### config.mk
export PLATFORM = sky130hd
export DESIGN_NAME = space_ptr_mgr
export DESIGN_NICKNAME = d
export VERILOG_FILES = /design/src/rtl/space_ptr_mgr.sv
export SDC_FILE = /design/constraint.sdc
export NUM_CORES = 1
export LEC_CHECK = 0
export ABC_AREA = 1
export BUFFER_PORTS_ARGS = -buffer_cell sky130_fd_sc_hd__buf_2
export CAP_MARGIN = 0
export CORE_MARGIN = 4
export CORE_UTILIZATION = 40
export DETAILED_ROUTE_END_ITERATION = 16
export MAX_ROUTING_LAYER = met4
export PLACE_DENSITY_LB_ADDON = 0.05
export SYNTH_ARGS = -nofsm -noshare
export SYNTH_HDL_FRONTEND = slang
export SYNTH_SLANG_ARGS = --single-unit
export TNS_END_PERCENT = 10
### constraint.sdc
create_clock -name CLK -period 4.1 [get_ports CLK]
set_input_delay 0.205 -clock CLK [delete_from_list [all_inputs] [get_ports CLK]]
set_output_delay 0.205 -clock CLK [all_outputs]
set_load 0.005 [all_outputs]
### src/rtl/space_ptr_mgr.sv
// rtl/space_ptr_mgr.sv - per-channel circular-buffer space allocator with write-pointer ownership
// Grants allocations against free space, accepts consumer read-pointer returns, flags illegal returns.
module space_ptr_mgr #(
  parameter int CHANNELS      = 4,
  parameter int SPACE_GLB_PTR = 10,
  parameter int LEN_W         = 6,
  parameter int AFULL_OFFSET  = 16,
  localparam int CH_W         = (CHANNELS > 1) ? $clog2(CHANNELS) : 1
) (
  input  logic                              CLK,
  input  logic                              RESET,
  input  logic [CH_W-1:0]                   ALLOC_CH,
  input  logic [LEN_W-1:0]                  ALLOC_LEN,
  input  logic                              ALLOC_VLD,
  output logic                              ALLOC_RDY,
  output logic [SPACE_GLB_PTR-1:0]          ALLOC_ADDR,
  input  logic [CHANNELS*SPACE_GLB_PTR-1:0] SPACE_GLB_RD_PTR,
  input  logic [CHANNELS-1:0]               SPACE_GLB_RD_PTR_VLD,
  output logic [CHANNELS*SPACE_GLB_PTR-1:0] SPACE_GLB_WR_PTR,
  output logic [CHANNELS*SPACE_GLB_PTR-1:0] FREE,
  output logic [CHANNELS-1:0]               AFULL,
  output logic [CHANNELS-1:0]               RD_ERR
);

  localparam int P                = SPACE_GLB_PTR;
  localparam int CMP_W            = ((P > LEN_W) ? P : LEN_W) + 1;
  localparam logic [P-1:0] CAP    = '1;
  localparam logic [31:0] AFULL_TH = 32'(AFULL_OFFSET);

  logic [P-1:0]          wr_q [CHANNELS];
  logic [P-1:0]          wr_d [CHANNELS];
  logic [P-1:0]          rd_q [CHANNELS];
  logic [P-1:0]          rd_d [CHANNELS];
  logic [CHANNELS-1:0]   err_q;
  logic [CHANNELS-1:0]   err_d;

  logic [P-1:0]          used     [CHANNELS];
  logic [P-1:0]          free_w   [CHANNELS];
  logic [P-1:0]          rd_in    [CHANNELS];
  logic [P-1:0]          new_used [CHANNELS];

  logic [P-1:0]          sel_free;
  logic [P-1:0]          sel_wr;
  logic                  sel_hit;
  logic                  grant;

  // One word is always held back, so used never reaches 2^P and full/empty stay distinct.
  always_comb begin
    for (int c = 0; c < CHANNELS; c++) begin
      used[c]     = wr_q[c] - rd_q[c];
      free_w[c]   = CAP - used[c];
      rd_in[c]    = SPACE_GLB_RD_PTR[c*P +: P];
      new_used[c] = wr_q[c] - rd_in[c];
    end
  end

  always_comb begin
    SPACE_GLB_WR_PTR = '0;
    FREE             = '0;
    AFULL            = '0;
    RD_ERR           = err_q;
    for (int c = 0; c < CHANNELS; c++) begin
      SPACE_GLB_WR_PTR[c*P +: P] = wr_q[c];
      FREE[c*P +: P]             = free_w[c];
      AFULL[c]                   = (32'(free_w[c]) < AFULL_TH);
    end
  end

  // Channel codes beyond CHANNELS-1 never match, so such requests are never ready.
  always_comb begin
    sel_hit  = 1'b0;
    sel_free = '0;
    sel_wr   = '0;
    for (int c = 0; c < CHANNELS; c++) begin
      if (ALLOC_CH == CH_W'(c)) begin
        sel_hit  = 1'b1;
        sel_free = free_w[c];
        sel_wr   = wr_q[c];
      end
    end
    ALLOC_RDY  = sel_hit && (CMP_W'(sel_free) >= CMP_W'(ALLOC_LEN));
    ALLOC_ADDR = sel_wr;
    grant      = ALLOC_VLD && ALLOC_RDY;
  end

  // Read legality uses pre-grant wr, so a same-cycle grant cannot make a return look illegal.
  always_comb begin
    for (int c = 0; c < CHANNELS; c++) begin
      wr_d[c]  = wr_q[c];
      rd_d[c]  = rd_q[c];
      err_d[c] = err_q[c];
      if (grant && (ALLOC_CH == CH_W'(c))) begin
        wr_d[c] = wr_q[c] + P'(ALLOC_LEN);
      end
      if (SPACE_GLB_RD_PTR_VLD[c]) begin
        if (new_used[c] <= used[c]) begin
          rd_d[c] = rd_in[c];
        end else begin
          err_d[c] = 1'b1;
        end
      end
    end
  end

  always_ff @(posedge CLK) begin
    if (RESET) begin
      for (int c = 0; c < CHANNELS; c++) begin
        wr_q[c] <= '0;
        rd_q[c] <= '0;
      end
      err_q <= '0;
    end else begin
      for (int c = 0; c < CHANNELS; c++) begin
        wr_q[c] <= wr_d[c];
        rd_q[c] <= rd_d[c];
      end
      err_q <= err_d;
    end
  end

endmodule

==> run summary, run 1 <==
DRT Wirelength: 30600 µm
clk root buf: clkbuf_16
Starting Density: 41.1%
Final ANT Viol Nets: 0
DRC viols: 0
worst slack at placement: -94.5 ps
Synth top area share: 18.9%
Critical Path End Type: primary output
PD cells: 761 nW/µm²
Die Span Y: 161 µm
initial DRC count: 581
DIE AREA: 26000 µm²
Startpoint Class: register
average via count per standard cell: 4.94
Peak Freq: 258 MHz
status: complete, no violations
worst relative slew slack: 52.4%
R2R cell count: 22
clk sinks: 84
start point of the critical path: wr_q[1][0]
Final WS setup: 219 ps
CP max FO: 13
reg-to-reg setup timing slack: 380 ps
Post-Place Cells: 1893
worst skew pair latency: 360 ps
post-route insts no fill: 1915
Net Sw Frac: 52.7%
clock buffer count from CTS: 9
Post-Syn Nets: 1634
Reg power frac: 13.8%
Reg-to-Reg Start: wr_q[2][0]
Crit path required time: 3890 ps
Area contributors post-synth: ha_1, dfxtp_1, nand2_1
WS Path Type: reg2out
WP data arrival: 3680 ps
max-cap viol count: 0
Synth async-reset ratio: 0%
ys flop type: dfxtp_1
Synth cell types: 50
largest net degree at the start of global routing: 41
Clk pwr share: 10.4%
Seq cells post-synth: 84
CP endpoint: ALLOC_RDY
io pins: 154
Comb power frac: 75.7%
H-tree depth: 3
vias in the first global route: 8782
total global-route track usage: 23.7%
area grow syn2layout: 18.1%
Psw: 4.46 mW
synth warn: 0
Pins Over Slew Limit: 0
Diodes inserted: 0
Final Wtd Congestion: 0.946
Worst Tran Pin Value: 713 ps
Hold Path Class: in2reg
maximum vdd drop: 0.273 mV
post-synthesis sequential area ratio: 17.9%
RR Endpoint: rd_q[2][6]
number of synthesized flops with an enable pin: 0
Die Span X: 161 µm
CTS tree: built
Core ar.: 22800 µm²
DR vias: 9466
clock skew: 13.1 ps
Avg Inst Size Synth: 6.60 µm²
FP Rows: 55
post-detail-place hpwl: 24900 µm
first-pass GRT wire length: 47600 µm
Cells after Synth: 1425
Final Hold Violating Endpoints: 0
layout cells sized above 1: 17.2%
period utilisation layout: 94.7%
Final Net Count: 1806
gr ovfl total: 0
total power: 8.45 mW
I/O Buffers: 153
Reg clk slew, reported paths: 70 ps
drt pass-1 iters: 5
Synth Cell Area: 9400 µm²
Bufs on Longest Clock Path: 2
number of buffers inserted by hold repair at cts: 0
cell leakage power: 6.22 nW
antenna violations before repair: 0
WL/cell: 16.0 µm
final period demand of the worst path: 3880 ps
Yosys top cell by area: ha_1
Setup-failing EPs final: 0
internal power: 4.00 mW
==> placed cells by master, fill, tap and decap left out, types with 3 or more instances in the layout <==
cell	Yosys	final
nor2_2	8	7
buf_4	3	35
nor3_1	7	6
xor2_1	43	38
nand3_2	7	8
nand2_2	11	12
o22ai_1	14	13
fa_1	12	11
xnor2_1	37	35
inv_2	5	7
a21o_1	7	7
inv_1	270	269
o21ai_0	66	64
nand3_1	59	58
nor2_1	118	118
dfxtp_2	0	6
a31oi_1	5	5
o21bai_1	5	5
clkbuf_16	0	9
nand2_1	301	298
buf_2	5	153
nand3b_1	5	5
a21oi_1	118	116
xor2_2	0	5
inv_6	0	3
nor4_1	4	4
dfxtp_1	84	78
ha_1	142	141
a21oi_2	3	5
nand4_1	35	35
o21a_1	4	4
nand2_4	1	3
==> sequential cells by signal, summed over array words and instances (netlist names) <==
register,count
rd_q,40
wr_q,40
RD_ERR,4
==> cell usage after synthesis (4+ instances only) <==
| library cell | count |
|---|---|
| nand4_1 | 35 |
| nand3_1 | 59 |
| inv_2 | 5 |
| inv_1 | 270 |
| a21o_1 | 7 |
| nor2_1 | 118 |
| a21oi_1 | 118 |
| nor4_1 | 4 |
| o22ai_1 | 14 |
| a31oi_1 | 5 |
| nor3_1 | 7 |
| nand2_1 | 301 |
| nor2_2 | 8 |
| nand3b_1 | 5 |
| xnor2_1 | 37 |
| o21ai_0 | 66 |
| o21a_1 | 4 |
| ha_1 | 142 |
| xor2_1 | 43 |
| dfxtp_1 | 84 |
| buf_2 | 5 |
| o21bai_1 | 5 |
| nand2_2 | 11 |
| nand3_2 | 7 |
| fa_1 | 12 |
| clkbuf_1 | 11 |
==> per-layer routing <==
layer / share of wire (%) / GRT usage (%)
met1: 50 / 32.8
met4: 1.1 / 4.65
met3: 4.6 / 3.06
met2: 45 / 37.6
met5: 0 / -
==> how the worst min path moves through the flow <==
stage / cells after the start / startpoint / to
5_1_grt: 3 / SPACE_GLB_RD_PTR[16] / rd_q[1][6]
4_1_cts: 3 / SPACE_GLB_RD_PTR[18] / rd_q[1][8]
3_3_place_gp: 2 / RD_ERR[0] / RD_ERR[0]
6_report: 3 / SPACE_GLB_RD_PTR[16] / rd_q[1][6]
3_5_place_dp: 2 / RD_ERR[2] / RD_ERR[2]
2_1_floorplan: 2 / SPACE_GLB_RD_PTR_VLD[3] / RD_ERR[3]
==> through the flow <==
stage	TNS (ps)	utilization, %	hold WS, ps	area, µm²
after floorplan	0	-	365	9400
after global placement	-384	46.4	436	10600
after detailed placement	-681	46.4	441	10600
after CTS	0	47.7	101	10900
after global routing	-23.6	48.6	119	11100
final	0	48.6	115	11100
==> cell families after synthesis <==
family / synth area share [%]
simple gates: 26.5
compound gates: 13.6
buf+inv: 13.2
flops: 17.9
fa+ha+maj: 21.5
xor+xnor: 7.45
==> critical path: stages, from the launching register on <==
cell      delay, ps
dfxtp_1         330
inv_1           200
ha_1            190
inv_1            80
fa_1            430
nand3_1         120
nand3_2         100
xor2_2          200
a221oi_2        280
ha_1            270
nand2_1          60
inv_1            40
nand4_1          80
nand3b_1         70
a21oi_1         130
nand2_1         100
nor2_4          180
nand2_8         130
buf_4           200
buf_2           140
==> power groups by stage <==
| stage | sequential, mW | combinational [mW] | clock [mW] |
|---|---|---|---|
| floorplan | 1.15 | 4.01 | 0 |
| global placement | 1.18 | 6.05 | 0 |
| detailed placement | 1.19 | 6.10 | 0 |
| CTS | 1.17 | 6.13 | 0.903 |
| global route | 1.19 | 7.29 | 0.929 |
| finish | 1.17 | 6.40 | 0.881 |
==> final cells by class <==
| class | instances | area (µm²) |
|---|---|---|
| fill | 2488 | 11700 |
| multi-input combinational | 1036 | 6640 |
| sequential | 84 | 1690 |
| inverter | 277 | 1040 |
| timing repair buffer | 189 | 1040 |
| tap | 313 | 392 |
| clock buffer | 9 | 225 |
| clock inverter | 7 | 80.1 |
==> repair_timing <==
item,in CTS,in global routing
cloned,0,1
setup endpoints to repair,10,46
resized for setup,1,34
buffers inserted,0,5
endpoints found under the hold margin,0,0
pin swaps,0,4
Note: power is estimated with default switching activity, not from simulation.
==> run 2: changes to the inputs <==
--- a/config.mk
+++ b/config.mk
@@ -6,13 +6,14 @@
 export NUM_CORES = 1
 export LEC_CHECK = 0
 export ABC_AREA = 1
-export BUFFER_PORTS_ARGS = -buffer_cell sky130_fd_sc_hd__buf_2
+export BUFFER_PORTS_ARGS = -buffer_cell sky130_fd_sc_hd__clkbuf_2
 export CAP_MARGIN = 0
 export CORE_MARGIN = 4
 export CORE_UTILIZATION = 40
 export DETAILED_ROUTE_END_ITERATION = 16
 export MAX_ROUTING_LAYER = met4
 export PLACE_DENSITY_LB_ADDON = 0.05
+export SLEW_MARGIN = 40
 export SYNTH_ARGS = -nofsm -noshare
 export SYNTH_HDL_FRONTEND = slang
 export SYNTH_SLANG_ARGS = --single-unit
==> run summary, run 2 (same netlist as run 1, synthesis figures left out) <==
Die Span X: 161 µm (unchanged)
Setup-failing EPs final: 0 (unchanged)
Hold Path Class: in2reg (unchanged)
io pins: 154 (unchanged)
Psw: 4.44 mW (was 4.46 mW)
vias in the first global route: 8812 (was 8782)
Crit path required time: 3890 ps (about the same)
Final Wtd Congestion: 0.939 (was 0.946)
dpl cell area: 10600 µm² (about the same)
Reg clk slew, reported paths: 70 ps (about the same)
worst path cell trace: inv_1 -> ha_1 -> inv_1 -> fa_1 -> nand2_1 -> nand2_2 -> xor2_1 -> inv_2 -> o22ai_4 -> a221oi_2 -> ha_1 -> nand2_1 -> inv_1 -> o21ai_0 -> nand3b_1 -> a21oi_1 -> nand2_1 -> nor2_4 -> nand2_8 -> buf_4 -> clkbuf_2 (was inv_1 -> ha_1 -> inv_1 -> fa_1 -> nand3_1 -> nand3_2 -> xor2_2 -> a221oi_2 -> ha_1 -> nand2_1 -> inv_1 -> nand4_1 -> nand3b_1 -> a21oi_1 -> nand2_1 -> nor2_4 -> nand2_8 -> buf_4 -> buf_2)
area grow syn2layout: 17.9% (was 18.1%)
number of buffers inserted by hold repair at cts: 0 (unchanged)
WS Path Type: reg2out (unchanged)
clock skew: 7.10 ps (was 13.1 ps)
total global-route track usage: 23.8% (was 23.7%)
final instance area: 11100 µm² (about the same)
CP max FO: 11 (was 13)
Fillers: 2458 (was 2488)
worst skew pair latency: 360 ps (about the same)
Clk pwr share: 11.3% (was 10.4%)
Slowest cell on crit path: fa_1 (unchanged)
Die Span Y: 161 µm (unchanged)
RSZ-0062 raised after global routing: yes
hold_sp: SPACE_GLB_RD_PTR[11] (was SPACE_GLB_RD_PTR[16])
Buf+Inv Stages, Crit Path: 6 (was 5)
reg-to-reg setup timing slack: 410 ps (was 380 ps)
Final Hold Violating Endpoints: 0 (unchanged)
RR Endpoint: rd_q[2][6] (unchanged)
layout cells sized above 1: 16.5% (was 17.2%)
internal power: 4.04 mW (was 4.00 mW)
Hold Path End: rd_q[1][1] (was rd_q[1][6])
DRT Wirelength: 30400 µm (was 30600 µm)
DIE AREA: 26000 µm² (unchanged)
WL/cell: 15.9 µm (was 16.0 µm)
max-cap viol count: 0 (unchanged)
Worst path max stage delay: 430 ps (about the same)
final period demand of the worst path: 3920 ps (was 3880 ps)
Critical Path End Type: primary output (unchanged)
post-detail-place hpwl: 24800 µm (was 24900 µm)
clk root buf: clkbuf_16 (unchanged)
CTS tree: built (unchanged)
Reg power frac: 13.8% (about the same)
Comb power frac: 75.0% (was 75.7%)
most common cell after layout, fill and taps aside: nand2_1 (unchanged)
final setup TNS: 0 ps (unchanged)
cell leakage power: 6.20 nW (was 6.22 nW)
DRC viols: 0 (unchanged)
PD cells: 765 nW/µm² (was 761 nW/µm²)
CP top delay family: adder cells (unchanged)
FP Rows: 55 (unchanged)
period utilisation layout: 95.6% (was 94.7%)
Bufs on Longest Clock Path: 2 (unchanged)
DR vias: 9447 (was 9466)
drt pass-1 iters: 5 (unchanged)
Core ar.: 22800 µm² (unchanged)
WP data arrival: 3720 ps (was 3680 ps)
clk sinks: 84 (unchanged)
average via count per standard cell: 4.92 (was 4.94)
commonest cells after routing, fill and taps aside: nand2_1, inv_1, clkbuf_2 (was nand2_1, inv_1, buf_2)
Starting Density: 41.1% (unchanged)
gr ovfl total: 0 (unchanged)
maximum vdd drop: 0.294 mV (was 0.273 mV)
Startpoint Class: register (unchanged)
register area: 1680 µm² (was 1690 µm²)
clock buffer count from CTS: 9 (unchanged)
hold depth: 3 (unchanged)
Pins Over Slew Limit: 0 (unchanged)
largest net degree at the start of global routing: 44 (was 41)
I/O Buffers: 153 (unchanged)
status: complete, no violations (unchanged)
total power: 8.48 mW (was 8.45 mW)
Peak Freq: 255 MHz (was 258 MHz)
antenna violations before repair: 0 (unchanged)
Diodes inserted: 0 (unchanged)
Reg-to-Reg Start: wr_q[2][0] (unchanged)
first-pass GRT wire length: 47900 µm (was 47600 µm)
area of the multi-input gates: 6570 µm² (was 6640 µm²)
initial DRC count: 670 (was 581)
Final Net Count: 1810 (was 1806)
Net Sw Frac: 52.4% (was 52.7%)
Worst Tran Pin Value: 774 ps (was 713 ps)
H-tree depth: 3 (unchanged)
Final ANT Viol Nets: 0 (unchanged)
R2R cell count: 22 (unchanged)
worst relative slew slack: 48.4% (was 52.4%)
-- run 2: area by class of cell --
| type | count | share of cell area (%) |
|---|---|---|
| timing repair buffer | 193 | 9.62 |
| multi-input combinational | 1036 | 59.3 |
| clock buffer | 9 | 2.03 |
| sequential | 84 | 15.2 |
| clock inverter | 7 | 0.960 |
| tap | 313 | 3.53 |
| inverter | 277 | 9.38 |
-- run 2: repair_timing --
item,in CTS,in global routing
gates resized for setup,3,19
gates cloned,1,0
buffers inserted,0,4
pin swaps,1,5
hold endpoints to repair,0,0
endpoints found under the setup margin,11,56
-- run 2: worst max path at each step --
stage / startpoint / to / depth (start not counted)
finish: wr_q[0][0] / ALLOC_RDY / 21
detailed placement: wr_q[2][0] / rd_q[2][0] / 22
CTS: wr_q[0][0] / ALLOC_RDY / 21
global placement: wr_q[2][0] / rd_q[2][0] / 22
global route: wr_q[2][0] / ALLOC_RDY / 20
floorplan: wr_q[2][0] / rd_q[2][0] / 22
-- run 2: power by group through the flow --
| stage | clock network [mW] | registers (mW) | logic [mW] |
|---|---|---|---|
| after global placement | 0 | 1.18 | 6.09 |
| after global routing | 1.00 | 1.20 | 7.21 |
| after detailed placement | 0 | 1.19 | 6.14 |
| final | 0.955 | 1.17 | 6.35 |
| after CTS | 0.978 | 1.17 | 6.22 |
| after floorplan | 0 | 1.15 | 4.01 |
-- run 2: worst min-delay path, delay by kind of cell --
family,cells,cell delay [ps]
buffers and inverters,1,90
AND/OR/NAND/NOR,1,70
AO/OA/AOI/OAI,1,70
-- run 2: metal layers --
layer / global-route usage, % / up-vias / share of wire, %
met1: 32.8 / 4276 / 50
met5: - / - / 0
met3: 3.29 / 22 / 4.1
met2: 37.7 / 209 / 45
met4: 4.61 / 0 / 1.2
li1: - / 4940 / -
-- run 2: metrics by stage --
stage	util (%)	instances	setup slack, ps	hold slack [ps]
3_5_place_dp	46.5	1898	-45.3	441
2_1_floorplan	-	1425	839	365
6_report	48.5	1919	180	119
4_1_cts	48.1	1915	4.14	109
3_3_place_gp	46.5	1898	-63.2	441
5_1_grt	48.5	1919	-128	127
==> run 3: changes to the inputs <==
--- a/config.mk
+++ b/config.mk
@@ -5,7 +5,6 @@
 export SDC_FILE = /design/constraint.sdc
 export NUM_CORES = 1
 export LEC_CHECK = 0
-export ABC_AREA = 1
 export BUFFER_PORTS_ARGS = -buffer_cell sky130_fd_sc_hd__clkbuf_2
 export CAP_MARGIN = 0
 export CORE_MARGIN = 4
==> run summary, run 3 <==
status: complete, no violations (unchanged)
drt pass-1 iters: 4 (was 5)
Reg-to-Reg Start: wr_q[3][1] (was wr_q[2][0])
Synth Cell Area: 9030 µm² (was 9400 µm²)
Die Span Y: 158 µm (was 161 µm)
vias in the first global route: 8007 (was 8812)
Startpoint Class: register (unchanged)
CP max FO: 11 (unchanged)
Synth top area share: 19.7% (was 18.9%)
total global-route track usage: 22.7% (was 23.8%)
CTS tree: built (unchanged)
WS Path Type: reg2reg (was reg2out)
clock buffer count from CTS: 9 (unchanged)
Post-Place Cells: 1566 (was 1898)
start point of the critical path: wr_q[3][1] (was wr_q[0][0])
Final Net Count: 1506 (was 1810)
WL/cell: 17.5 µm (was 15.9 µm)
dpl cell area: 10500 µm² (was 10600 µm²)
FP Rows: 54 (was 55)
Core ar.: 22000 µm² (was 22800 µm²)
Setup-failing EPs final: 0 (unchanged)
Yosys top cell by area: ha_1 (unchanged)
final period demand of the worst path: 3890 ps (was 3920 ps)
Synth async-reset ratio: 0% (unchanged)
antenna violations before repair: 1 (was 0)
number of synthesized flops with an enable pin: 0 (unchanged)
Reg clk slew, reported paths: 70 ps (about the same)
post-detail-place hpwl: 22800 µm (was 24800 µm)
Final Wtd Congestion: 0.892 (was 0.939)
WP data arrival: 4160 ps (was 3720 ps)
Critical Path End Type: register (was primary output)
DIE AREA: 25000 µm² (was 26000 µm²)
Pins Over Slew Limit: 0 (unchanged)
Post-synth top cells: ha_1, inv_1, nor2_1 (was nand2_1, inv_1, ha_1)
clk root buf: clkbuf_16 (unchanged)
worst relative slew slack: 56.0% (was 48.4%)
gr ovfl total: 0 (unchanged)
period utilisation layout: 94.8% (was 95.6%)
max-cap viol count: 0 (unchanged)
final instance area: 10800 µm² (was 11100 µm²)
most common cell after layout, fill and taps aside: clkbuf_2 (was nand2_1)
post-synthesis sequential area ratio: 18.6% (was 17.9%)
ys flop type: dfxtp_1 (unchanged)
area grow syn2layout: 19.9% (was 17.9%)
H-tree depth: 3 (unchanged)
clock skew: 11.2 ps (was 7.10 ps)
worst skew pair latency: 350 ps (was 360 ps)
Util after Layout: 49.2% (was 48.5%)
Peak Freq: 257 MHz (was 255 MHz)
Setup Fix Bufs, Post-CTS: 0 (unchanged)
first-pass GRT wire length: 43300 µm (was 47900 µm)
Final Hold Violating Endpoints: 0 (unchanged)
I/O Buffers: 153 (unchanged)
largest net degree at the start of global routing: 62 (was 44)
commonest cells after routing, fill and taps aside: clkbuf_2, ha_1, inv_1 (was nand2_1, inv_1, clkbuf_2)
layout cells sized above 1: 20.5% (was 16.5%)
Crit path required time: 4370 ps (was 3890 ps)
average via count per standard cell: 5.34 (was 4.92)
DR vias: 8453 (was 9447)
Area contributors post-synth: ha_1, dfxtp_1, mux2i_1 (was ha_1, dfxtp_1, nand2_1)
Bufs on Longest Clock Path: 2 (unchanged)
Hold Path Class: in2reg (unchanged)
Synth cell types: 69 (was 50)
Cells after Synth: 1106 (was 1425)
number of buffers inserted by hold repair at cts: 0 (unchanged)
Starting Density: 41.0% (was 41.1%)
DRT Wirelength: 27600 µm (was 30400 µm)
Die Span X: 158 µm (was 161 µm)
final setup TNS: 0 ps (unchanged)
Worst Tran Pin Value: 660 ps (was 774 ps)
Post-Syn Nets: 1315 (was 1634)
Seq cells post-synth: 84 (unchanged)
clk sinks: 84 (unchanged)
synth warn: 0 (unchanged)
most common cell in the netlist: ha_1 (was nand2_1)
Final ANT Viol Nets: 0 (unchanged)
PD cells: 773 nW/µm² (was 765 nW/µm²)
DRC viols: 0 (unchanged)
hold_sp: SPACE_GLB_RD_PTR[36] (was SPACE_GLB_RD_PTR[11])
initial DRC count: 377 (was 670)
post-route insts no fill: 1582 (was 1919)
Avg Inst Size Synth: 8.17 µm² (was 6.60 µm²)
cell leakage power: 5.37 nW (was 6.20 nW)
maximum vdd drop: 0.489 mV (was 0.294 mV)
io pins: 154 (unchanged)
-- run 3: changes by cell type in the layout (fill, tap and decap cells not counted), sizes merged, moves of 31 or more --
cell / before / now
nand4: 36 / 5
mux2i: 0 / 50
nand3: 67 / 30
inv: 279 / 127
nand2: 314 / 60
a21oi: 121 / 88
-- run 3: metrics by stage --
step	setup WS, ps	hold slack, ps	power [mW]
after floorplan	315	344	5.11
after global placement	123	450	7.40
after detailed placement	107	459	7.42
after CTS	101	90.5	8.35
after global routing	-13.8	91.3	9.17
final	212	97.8	8.37
-- run 3: layout make-up --
cell class / instances / area [µm²]
diodes: 1 / 2.50
clock buffers: 10 / 229
clock inverters: 5 / 77.6
fillers: 2203 / 11200
inverters: 128 / 480
multi-input cells: 866 / 6800
flip-flops and latches: 84 / 1680
well taps: 280 / 350
repair buffers: 208 / 1210
-- run 3: critical path, stage by stage, from the launching register on --
cell	delay, ps
dfxtp_1	370
buf_4	190
fa_1	470
a21oi_2	200
inv_1	60
a21oi_1	230
xor2_2	200
mux4_2	500
ha_1	280
nand2_1	60
o31ai_1	190
buf_4	190
o21ai_2	160
or4_1	540
a21oi_1	170
-- run 3: power breakdown --
group | switching [mW] | internal (mW)
Sequential | 0.0965 | 1.00
Clock | 0.360 | 0.529
Combinational | 3.57 | 2.82
-- run 3: what timing repair did --
action,in CTS,in global routing
setup endpoints to repair,0,28
hold endpoints to repair,0,0
gates resized for setup,0,11
-- run 3: metal layers --
metal,share of wire [%],up-vias,wire length (µm),global-route usage [%]
li1,-,4323,-,-
met2,45,183,12300,36.0
met4,1.1,0,304,4.55
met1,50,3928,13800,31.3
met5,0,-,0,-
met3,4.2,19,1160,3.07
-- run 3: cells by family after synthesis --
kind of cell	Yosys count	synth area share, %
and+or+nand+nor	316	17.2
AOI/OAI and AO/OA	250	17.9
buffers and inverters	156	6.65
adders and majority gates	154	22.3
DFF	84	18.6
xor gates and xnor gates	78	7.56
muxes	68	9.78
-- run 3: final timing paths --
path                end  slack (ps)  depth (start not counted)
max          wr_q[0][9]         210                         14
min          rd_q[3][6]         100                          3
max reg2reg  wr_q[0][9]         210                         14
min reg2reg   RD_ERR[2]         480                          2
